File: src/rtl/hbridge_pkg.sv
// Shared constants for the H-bridge PWM driver: direction codes, FSM encoding
// and the illegal-code predicate.
package hbridge_pkg;

    localparam logic [3:0] DIR_STOP  = 4'b0000;
    localparam logic [3:0] DIR_LEFT  = 4'b0101;
    localparam logic [3:0] DIR_FWD   = 4'b0110;
    localparam logic [3:0] DIR_RIGHT = 4'b1010;
    localparam logic [3:0] DIR_BACK  = 4'b1001;

    typedef enum logic [1:0] {
        ST_IDLE  = 2'b00,
        ST_DRIVE = 2'b01,
        ST_BRAKE = 2'b10
    } state_t;

    // Both switches of one half-bridge on would short the supply.
    function automatic logic is_illegal_code(input logic [3:0] code);
        return (code[3] & code[2]) | (code[1] & code[0]);
    endfunction

endpackage

File: src/rtl/pwm_period_counter.sv
// Free-running PWM period counter: cnt runs 0..PERIOD-1 and boundary marks
// the last cycle of each period.
module pwm_period_counter
    import hbridge_pkg::*;
#(
    parameter int PERIOD = 50000
) (
    input  logic        clk,
    input  logic        reset,
    output logic [15:0] cnt,
    output logic        boundary
);

    localparam logic [15:0] LAST = 16'(PERIOD - 1);

    assign boundary = (cnt == LAST);

    always_ff @(posedge clk) begin
        if (reset) begin
            cnt <= '0;
        end else if (boundary) begin
            cnt <= '0;
        end else begin
            cnt <= cnt + 16'd1;
        end
    end

endmodule

File: src/rtl/hbridge_pwm_driver.sv
// H-bridge PWM driver with brake interval on direction reversal.
// Optional soft start ramp compiled in with macro HBRIDGE_SOFTSTART_EN.
module hbridge_pwm_driver
    import hbridge_pkg::*;
#(
    parameter int PERIOD    = 50000,
    parameter int DEADTIME  = 100000,
    parameter int RAMP_STEP = 1000
) (
    input  logic        clk,
    input  logic        reset,
    input  logic [3:0]  direction,
    input  logic [15:0] widthChassis,
    output logic [3:0]  hbridge,
    output logic        ena,
    output logic        enb,
    output logic [1:0]  state,
    output logic        illegal
);

    localparam logic [19:0] DT_LAST = 20'(DEADTIME);

    logic [15:0] cnt;
    logic        boundary;

    state_t      fsm, fsm_nxt;
    logic [3:0]  code_act, code_nxt;
    logic [15:0] duty_act, duty_nxt;
    logic [19:0] dt_cnt, dt_nxt;
    logic [3:0]  code_smp;
    logic        req_drive;
    logic        ena_nxt;

`ifdef HBRIDGE_SOFTSTART_EN
    // Ramp up by RAMP_STEP toward target; a lower target applies immediately.
    function automatic logic [15:0] ramp_duty(input logic [15:0] cur,
                                              input logic [15:0] target);
        logic [16:0] sum;
        sum = {1'b0, cur} + 17'(RAMP_STEP);
        if (target <= cur) begin
            return target;
        end else if (sum >= {1'b0, target}) begin
            return target;
        end else begin
            return sum[15:0];
        end
    endfunction
`endif

    pwm_period_counter #(
        .PERIOD(PERIOD)
    ) u_counter (
        .clk     (clk),
        .reset   (reset),
        .cnt     (cnt),
        .boundary(boundary)
    );

    assign code_smp  = is_illegal_code(direction) ? DIR_STOP : direction;
    assign req_drive = (code_smp != DIR_STOP) && (widthChassis != 16'd0);

    always_comb begin
        fsm_nxt  = fsm;
        code_nxt = code_act;
        duty_nxt = duty_act;
        dt_nxt   = dt_cnt;
        case (fsm)
            ST_IDLE: begin
                if (boundary && req_drive) begin
                    fsm_nxt  = ST_DRIVE;
                    code_nxt = code_smp;
                end
            end
            ST_DRIVE: begin
                if (boundary) begin
                    if (!req_drive) begin
                        fsm_nxt  = ST_IDLE;
                        code_nxt = DIR_STOP;
                    end else if (code_smp != code_act) begin
                        fsm_nxt  = ST_BRAKE;
                        code_nxt = DIR_STOP;
                        dt_nxt   = '0;
                    end
                end
            end
            ST_BRAKE: begin
                // The dead-time count ignores request changes; only the exit sample matters.
                if (dt_cnt != DT_LAST) begin
                    dt_nxt = dt_cnt + 20'd1;
                end
                if (boundary && (dt_cnt == DT_LAST)) begin
                    fsm_nxt  = req_drive ? ST_DRIVE : ST_IDLE;
                    code_nxt = req_drive ? code_smp : DIR_STOP;
                end
            end
            default: begin
                fsm_nxt  = ST_IDLE;
                code_nxt = DIR_STOP;
            end
        endcase

        if (boundary) begin
`ifdef HBRIDGE_SOFTSTART_EN
            duty_nxt = (fsm_nxt == ST_DRIVE) ? ramp_duty(duty_act, widthChassis) : 16'd0;
`else
            duty_nxt = widthChassis;
`endif
        end

        // Blank the enable on the edge that leaves DRIVE so it never outlives the code.
        ena_nxt = (fsm == ST_DRIVE) && (fsm_nxt == ST_DRIVE) && (cnt < duty_act);
    end

    always_ff @(posedge clk) begin
        if (reset) begin
            fsm      <= ST_IDLE;
            code_act <= DIR_STOP;
            duty_act <= '0;
            dt_cnt   <= '0;
            hbridge  <= DIR_STOP;
            ena      <= 1'b0;
            illegal  <= 1'b0;
        end else begin
            fsm      <= fsm_nxt;
            code_act <= code_nxt;
            duty_act <= duty_nxt;
            dt_cnt   <= dt_nxt;
            hbridge  <= (fsm_nxt == ST_DRIVE) ? code_nxt : DIR_STOP;
            ena      <= ena_nxt;
            illegal  <= boundary && is_illegal_code(direction);
        end
    end

    assign enb   = ena;
    assign state = fsm;

endmodule

File: config.mk
export PLATFORM = sky130hd
export DESIGN_NAME = hbridge_pwm_driver
export DESIGN_NICKNAME = d
export VERILOG_FILES = /design/src/rtl/hbridge_pkg.sv /design/src/rtl/pwm_period_counter.sv /design/src/rtl/hbridge_pwm_driver.sv
export SDC_FILE = /design/constraint.sdc
export NUM_CORES = 1
export LEC_CHECK = 0
export ABC_CLOCK_PERIOD_IN_PS = 4210
export BUFFER_PORTS_ARGS = -buffer_cell sky130_fd_sc_hd__buf_2
export CAP_MARGIN = 10
export CORE_MARGIN = 2
export CORE_UTILIZATION = 48
export DETAILED_ROUTE_END_ITERATION = 10
export GPL_ROUTABILITY_DRIVEN = 0
export PLACE_DENSITY = 0.67
export SLEW_MARGIN = 20
export SYNTH_ARGS = -nofsm -noshare
export SYNTH_HDL_FRONTEND = slang
export SYNTH_HIERARCHICAL = 1
export SYNTH_SLANG_ARGS = --single-unit
File: constraint.sdc
create_clock -name clk -period 4.21 [get_ports clk]
set_input_delay 0.6315 -clock clk [delete_from_list [all_inputs] [get_ports clk]]
set_output_delay 0.6315 -clock clk [all_outputs]
set_load 0.01 [all_outputs]
==> impl_metrics.csv, run 1 <==
group,metric,value,unit
outcome,status,"finished clean",
timing,setup_viol,0,
placed_design,dp_slack,1080,ps
timing,tightest_slew,982,ps
synthesis,synth_area,3400,µm²
critical_path,slowest_delay,820,ps
power,p_leak,0.00139,µW
cts,cts_max_path_buffers,2,
power,peakVddDrop,160,µV
synthesis,ys_ff_latch,64,
timing,relSlewSlack,0.345,
power,p_total,1180,µW
synthesis,synth.most_common_cell,"dfxtp_1",
synthesis,ys.warnings.count,6,
timing,post-route-period-util,0.667,
critical_path,required,4410,ps
critical_path,critPathCaptureType,"flop",
routing,vias,2981,
grt,grt.overflow.total,0,
critical_path,crit_type,"primary input to flop",
timing,setup_tns,0,ps
cts,clock_tree.htree_level_count,3,
floorplan,die_x,88.1,µm
grt,track_usage,0.199,
routing,antenna_left,0,
synthesis,syn_area_per_cell,8.43,µm²
synthesis,async_flop_share,0,
synthesis,ys.flop_type,"dfxtp_1",
synthesis,synth.area.top_cells,"dfxtp_1, ha_1, mux2i_1, nor2_1, xnor2_1",
floorplan,die_h,88.1,µm
synthesis,synth_top_family_by_area,"simple AND/OR/NAND/NOR gates",
synthesis,synth_cell_type_count,46,
cts,post_cts_buffers,0,
synthesis,ys_seq_area_frac,0.377,
cells_and_area,drive_gt1_frac,0.115,
grt,grt_pass1_wl,12.3,mm
routing,wire_per_inst,14.1,µm
cts,numCtsBuffers,9,
critical_path,crit_buf_inv,1,
critical_path,start_kind,"primary input",
synthesis,synth.top_cell.area_share,0.377,
cts,clk_pin_slew,80,ps
timing,layout_setup_ws,1400,ps
synthesis,yosysTopAreaCell,"dfxtp_1",
power,power_per_cell_area,313,nW/µm²
critical_path,crit_chain,"buf_2 -> nor4_1 -> nand4_1 -> and4_1 -> a22oi_2 -> mux2i_1 -> nor2_1",
flow_run,max-cap-violations,0,
cts,clkLatencyLatePin,340,ps
synthesis,synth_compound_area_frac,0.147,
synthesis,synth_fa_ha_area_frac,0.0663,
synthesis,synth_nets,443,
cells_and_area,fin_nets,470,
cells_and_area,fin_area,3780,µm²
cts,cts_root_buf,"clkbuf_8",
cts,cts_tree,"done",
cts,cts_hold_buf,0,
synthesis,synthSimpleGateAreaFrac,0.264,
routing,drt-initial-drc-count,132,
grt,grt_max_degree,26,
placed_design,placed_area,3580,µm²
floorplan,die_area,7770,µm²
floorplan,core,6830,µm²
floorplan,boundaryPins,31,
routing,drc,0,
synthesis,synthTopCellsByCount,"dfxtp_1, nor2_1, nand2_1, inv_1, a21oi_1",
synthesis,synthCells,403,
synthesis,synth.area.mux_share,0.0501,
floorplan,initial_utilization,0.497,
timing,slew_viol_final,0,
cells_and_area,diodes,0,
critical_path,cpLargestDelayFamily,"simple AND/OR/NAND/NOR gates",
cts,clock-sinks,64,
grt,antenna_found_initial,0,
timing,rsz0062_at_grt,"false",
min_path,hp-class,"flop to flop",
timing,fin_worst_skew,13.0,ps
critical_path,worstPathArrival,3010,ps
cts,cts.repair.resized,0,
routing,wl,7.47,mm
timing,fin_crit,2810,ps
timing,max_freq,356,MHz
placed_design,io_buffers,30,
placed_design,dpl.hpwl,5.44,mm
grt,first_global_vias,2678,
synthesis,synth_edf_count,0,
routing,dr.pass1.iters,4,
timing,finalHoldViolations,0,
floorplan,rows,30,
critical_path,crit_fanout,25,
synthesis,synth_xor_area_frac,0.0387,
cells_and_area,syn_to_final_growth,11.2,%
routing,vias_per_cell,5.61,
critical_path,critPathSlowestCell,"a22oi_2",
==> placed cells by master (no fill, tap or decap), types with 3 or more instances in the layout <==
cell / instances
clkbuf_8: 9
o211ai_1: 11
or4_1: 10
nor2_1: 43
a21o_1: 7
nor3_1: 8
nand2_1: 30
nor4bb_1: 5
nand4_1: 10
a21oi_1: 24
and3_1: 6
ha_1: 18
xnor2_1: 14
dfxtp_1: 64
nand3_1: 19
nor4_1: 10
nor2b_1: 4
buf_2: 30
and4_1: 5
a211oi_1: 3
or3_1: 8
inv_1: 27
clkinvlp_4: 5
mux2i_1: 17
o22ai_1: 3
nand2b_1: 4
o21ai_0: 16
==> cells by family (layout without fill, tap and decap cells) <==
group,count (synthesis),after routing
AO/OA/AOI/OAI,78,78
buffers and inverters,42,74
adder cells (fa/ha/maj),18,18
XOR/XNOR,15,15
flip-flops,64,64
AND/OR/NAND/NOR,169,169
multiplexers,17,17
==> per-layer routing <==
metal	GRT usage	share of wire
met5	0	0
met4	0.0634	0.0098
met3	0.0320	0.046
met2	0.309	0.44
met1	0.284	0.51
==> cell type report <==
cell class	count	area, µm²
inverter	27	101
clock buffer	9	124
multi-input combinational	297	1920
tap	96	120
timing repair buffer	31	158
clock inverter	7	72.6
fill	663	3050
sequential	64	1280
==> sequential cells by signal (all words and copies together), names as in the netlist <==
register	cells
dt_cnt	20
code_act	4
hbridge	4
illegal	1
ena	1
u_counter/cnt	16
duty_act	16
state	2
==> worst paths after layout <==
check	depth (start not counted)	slack, ps	endpoint	startpoint
max reg2reg	7	1440	dt_cnt[14]	u_counter/cnt[0]
min	1	490	u_counter/cnt[0]	u_counter/cnt[0]
min reg2reg	1	490	u_counter/cnt[0]	u_counter/cnt[0]
max	7	1400	dt_cnt[1]	widthChassis[11]
==> power breakdown <==
part	switching [µW]	internal, µW
Clock	246	272
Combinational	33.2	21.6
Sequential	3.50	607
Total	282	901
==> worst register-to-register path, cell delays in order (launching register included) <==
cell and delay [ps]:
dfxtp_1 400, ha_1 250, nand4_2 200, and4b_1 470, and4_1 320, a22oi_2 310
or4_1 590, a21oi_1 150
==> through the flow <==
stage          cells  utilization  hold slack (ps)
2_1_floorplan    403            -              437
3_3_place_gp     515        0.524              466
3_5_place_dp     515        0.524              472
4_1_cts          531        0.553              491
5_1_grt          531        0.553              525
6_report         531        0.553              487
Note: power is estimated with default switching activity, not from simulation.
==> run 2: changes to the inputs <==
ABC_CLOCK_PERIOD_IN_PS = 2700   (was 4210)
clock period = 2.7 ns   (was 4.21 ns; I/O delays follow)
==> impl_metrics.csv, run 2 (synthesis results as in run 1) <==
group,metric,value,unit
routing,wl,7.72,mm
power,power_per_cell_area,485,nW/µm²
cells_and_area,largest_reg_flops,20,
cells_and_area,multiInputGateArea,1920,µm²
timing,slew_viol_final,0,
min_path,min_from,"widthChassis[3]",
placed_design,dp_cells,527,
timing,finalHoldViolations,0,
routing,vias_per_cell,5.56,
timing,max_freq,404,MHz
cells_and_area,diodes,0,
critical_path,worstRegToRegCells,8,
power,p_leak,0.00148,µW
cts,cts_tree,"done",
cells_and_area,final_common_cell,"dfxtp_1",
cts,cts.repair.resized,0,
grt,antenna_found_initial,0,
floorplan,die_x,88.1,µm
grt,grt_max_degree,26,
cells_and_area,final_cell_mix,"dfxtp_1, nor2_1, nand2_1, buf_2, inv_1",
timing,tightest_slew,591,ps
min_path,hp-class,"primary input to flop",
cts,numCtsBuffers,9,
timing,setup_tns,0,ps
outcome,status,"finished clean",
floorplan,core,6830,µm²
cts,clk_pin_slew,70,ps
critical_path,critPathCaptureType,"flop",
routing,drc,0,
cts,cts_max_path_buffers,2,
power,peakVddDrop,268,µV
critical_path,rrSetupSlack,220,ps
placed_design,io_buffers,30,
cts,clkLatencyLatePin,340,ps
floorplan,boundaryPins,31,
timing,relSlewSlack,0.604,
cells_and_area,seq_area,1280,µm²
flow_run,max-cap-violations,0,
routing,wire_per_inst,14.2,µm
routing,vias,3029,
floorplan,die_h,88.1,µm
critical_path,worstPathArrival,2740,ps
grt,first_global_vias,2767,
cells_and_area,top_register,"dt_cnt",
critical_path,start_kind,"flop",
cells_and_area,final_cells,545,
cells_and_area,syn_to_final_growth,15.0,%
critical_path,crit_type,"flop to flop",
routing,drt-initial-drc-count,180,
floorplan,die_area,7770,µm²
critical_path,crit_fanout,5,
cells_and_area,fill_cells,654,
floorplan,rows,30,
cells_and_area,top_regs,"dt_cnt: 20 flops, duty_act: 16 flops, u_counter/cnt: 16 flops",
grt,grt_pass1_wl,12.6,mm
critical_path,required,2960,ps
grt,grt.overflow.total,0,
min_path,hold_depth,3,
routing,dr.pass1.iters,4,
timing,fin_worst_skew,8.34,ps
timing,post-route-period-util,0.917,
timing,setup_viol,0,
floorplan,initial_utilization,0.497,
cells_and_area,drive_gt1_frac,0.143,
cts,clock-sinks,64,
timing,rsz0062_at_grt,"false",
critical_path,cp-startpoint,"dt_cnt[0]",
cells_and_area,fin_nets,484,
placed_design,dpl.hpwl,5.58,mm
critical_path,reg2reg_from,"dt_cnt[0]",
cts,cts_root_buf,"clkbuf_8",
routing,antenna_left,0,
grt,track_usage,0.209,
cts,clock_tree.htree_level_count,3,
timing,fin_crit,2480,ps
-- run 2: cell types whose count changed in the layout (fill, tap and decap cells not counted), sizes merged --
| cell | delta |
|---|---|
| buf | +14 |
| clkinvlp | -3 |
| clkinv | +1 |
| clkbuf | +2 |
-- run 2: metal layers --
layer,part of all wire,track usage,up-vias
met3,0.038,0.0320,12
met5,0,0,-
met4,0.019,0.0950,0
met2,0.44,0.319,71
met1,0.50,0.293,1400
li1,-,-,1546
-- run 2: area by class of cell --
type	instances	share of cell area
multi-input combinational	297	0.492
clock buffer	11	0.0388
clock inverter	5	0.0141
sequential	64	0.328
inverter	27	0.0259
tap	96	0.0307
timing repair buffer	45	0.0705
-- run 2: through the flow --
stage               total power [µW]  utilization  setup WS [ps]  hold WS [ps]  cell area, µm²
floorplan                       1030            -            374           437            3400
global placement                1060        0.539           76.5           457            3680
detailed placement              1070        0.539            114           464            3680
CTS                             1910        0.570            179           306            3890
global route                    1950        0.572           8.45           316            3910
finish                          1890        0.572            225           314            3910
-- run 2: path summary, 6_finish.rpt --
path,to
max,hbridge[2]
min,duty_act[3]
max reg2reg,hbridge[2]
min reg2reg,u_counter/cnt[0]
-- run 2: report_power, final --
part	switching [µW]	internal (µW)	leakage, µW
registers	5.51	947	0.000516
clock network	377	473	0.000101
logic	53.2	38.2	0.000866
total	436	1460	0.00148
-- run 2: timing repair --
item,CTS,global route
setup endpoints to repair,0,2
hold buffers,0,0
buffers inserted,0,2
endpoints found under the hold margin,0,0
-- run 2: worst max-delay path: stages (launching register included) --
cell,delay [ps]
dfxtp_1,340
inv_1,100
ha_1,170
nor4b_1,390
and4_1,330
nand2_1,160
a211oi_1,570
nand2_1,160
o22ai_1,180
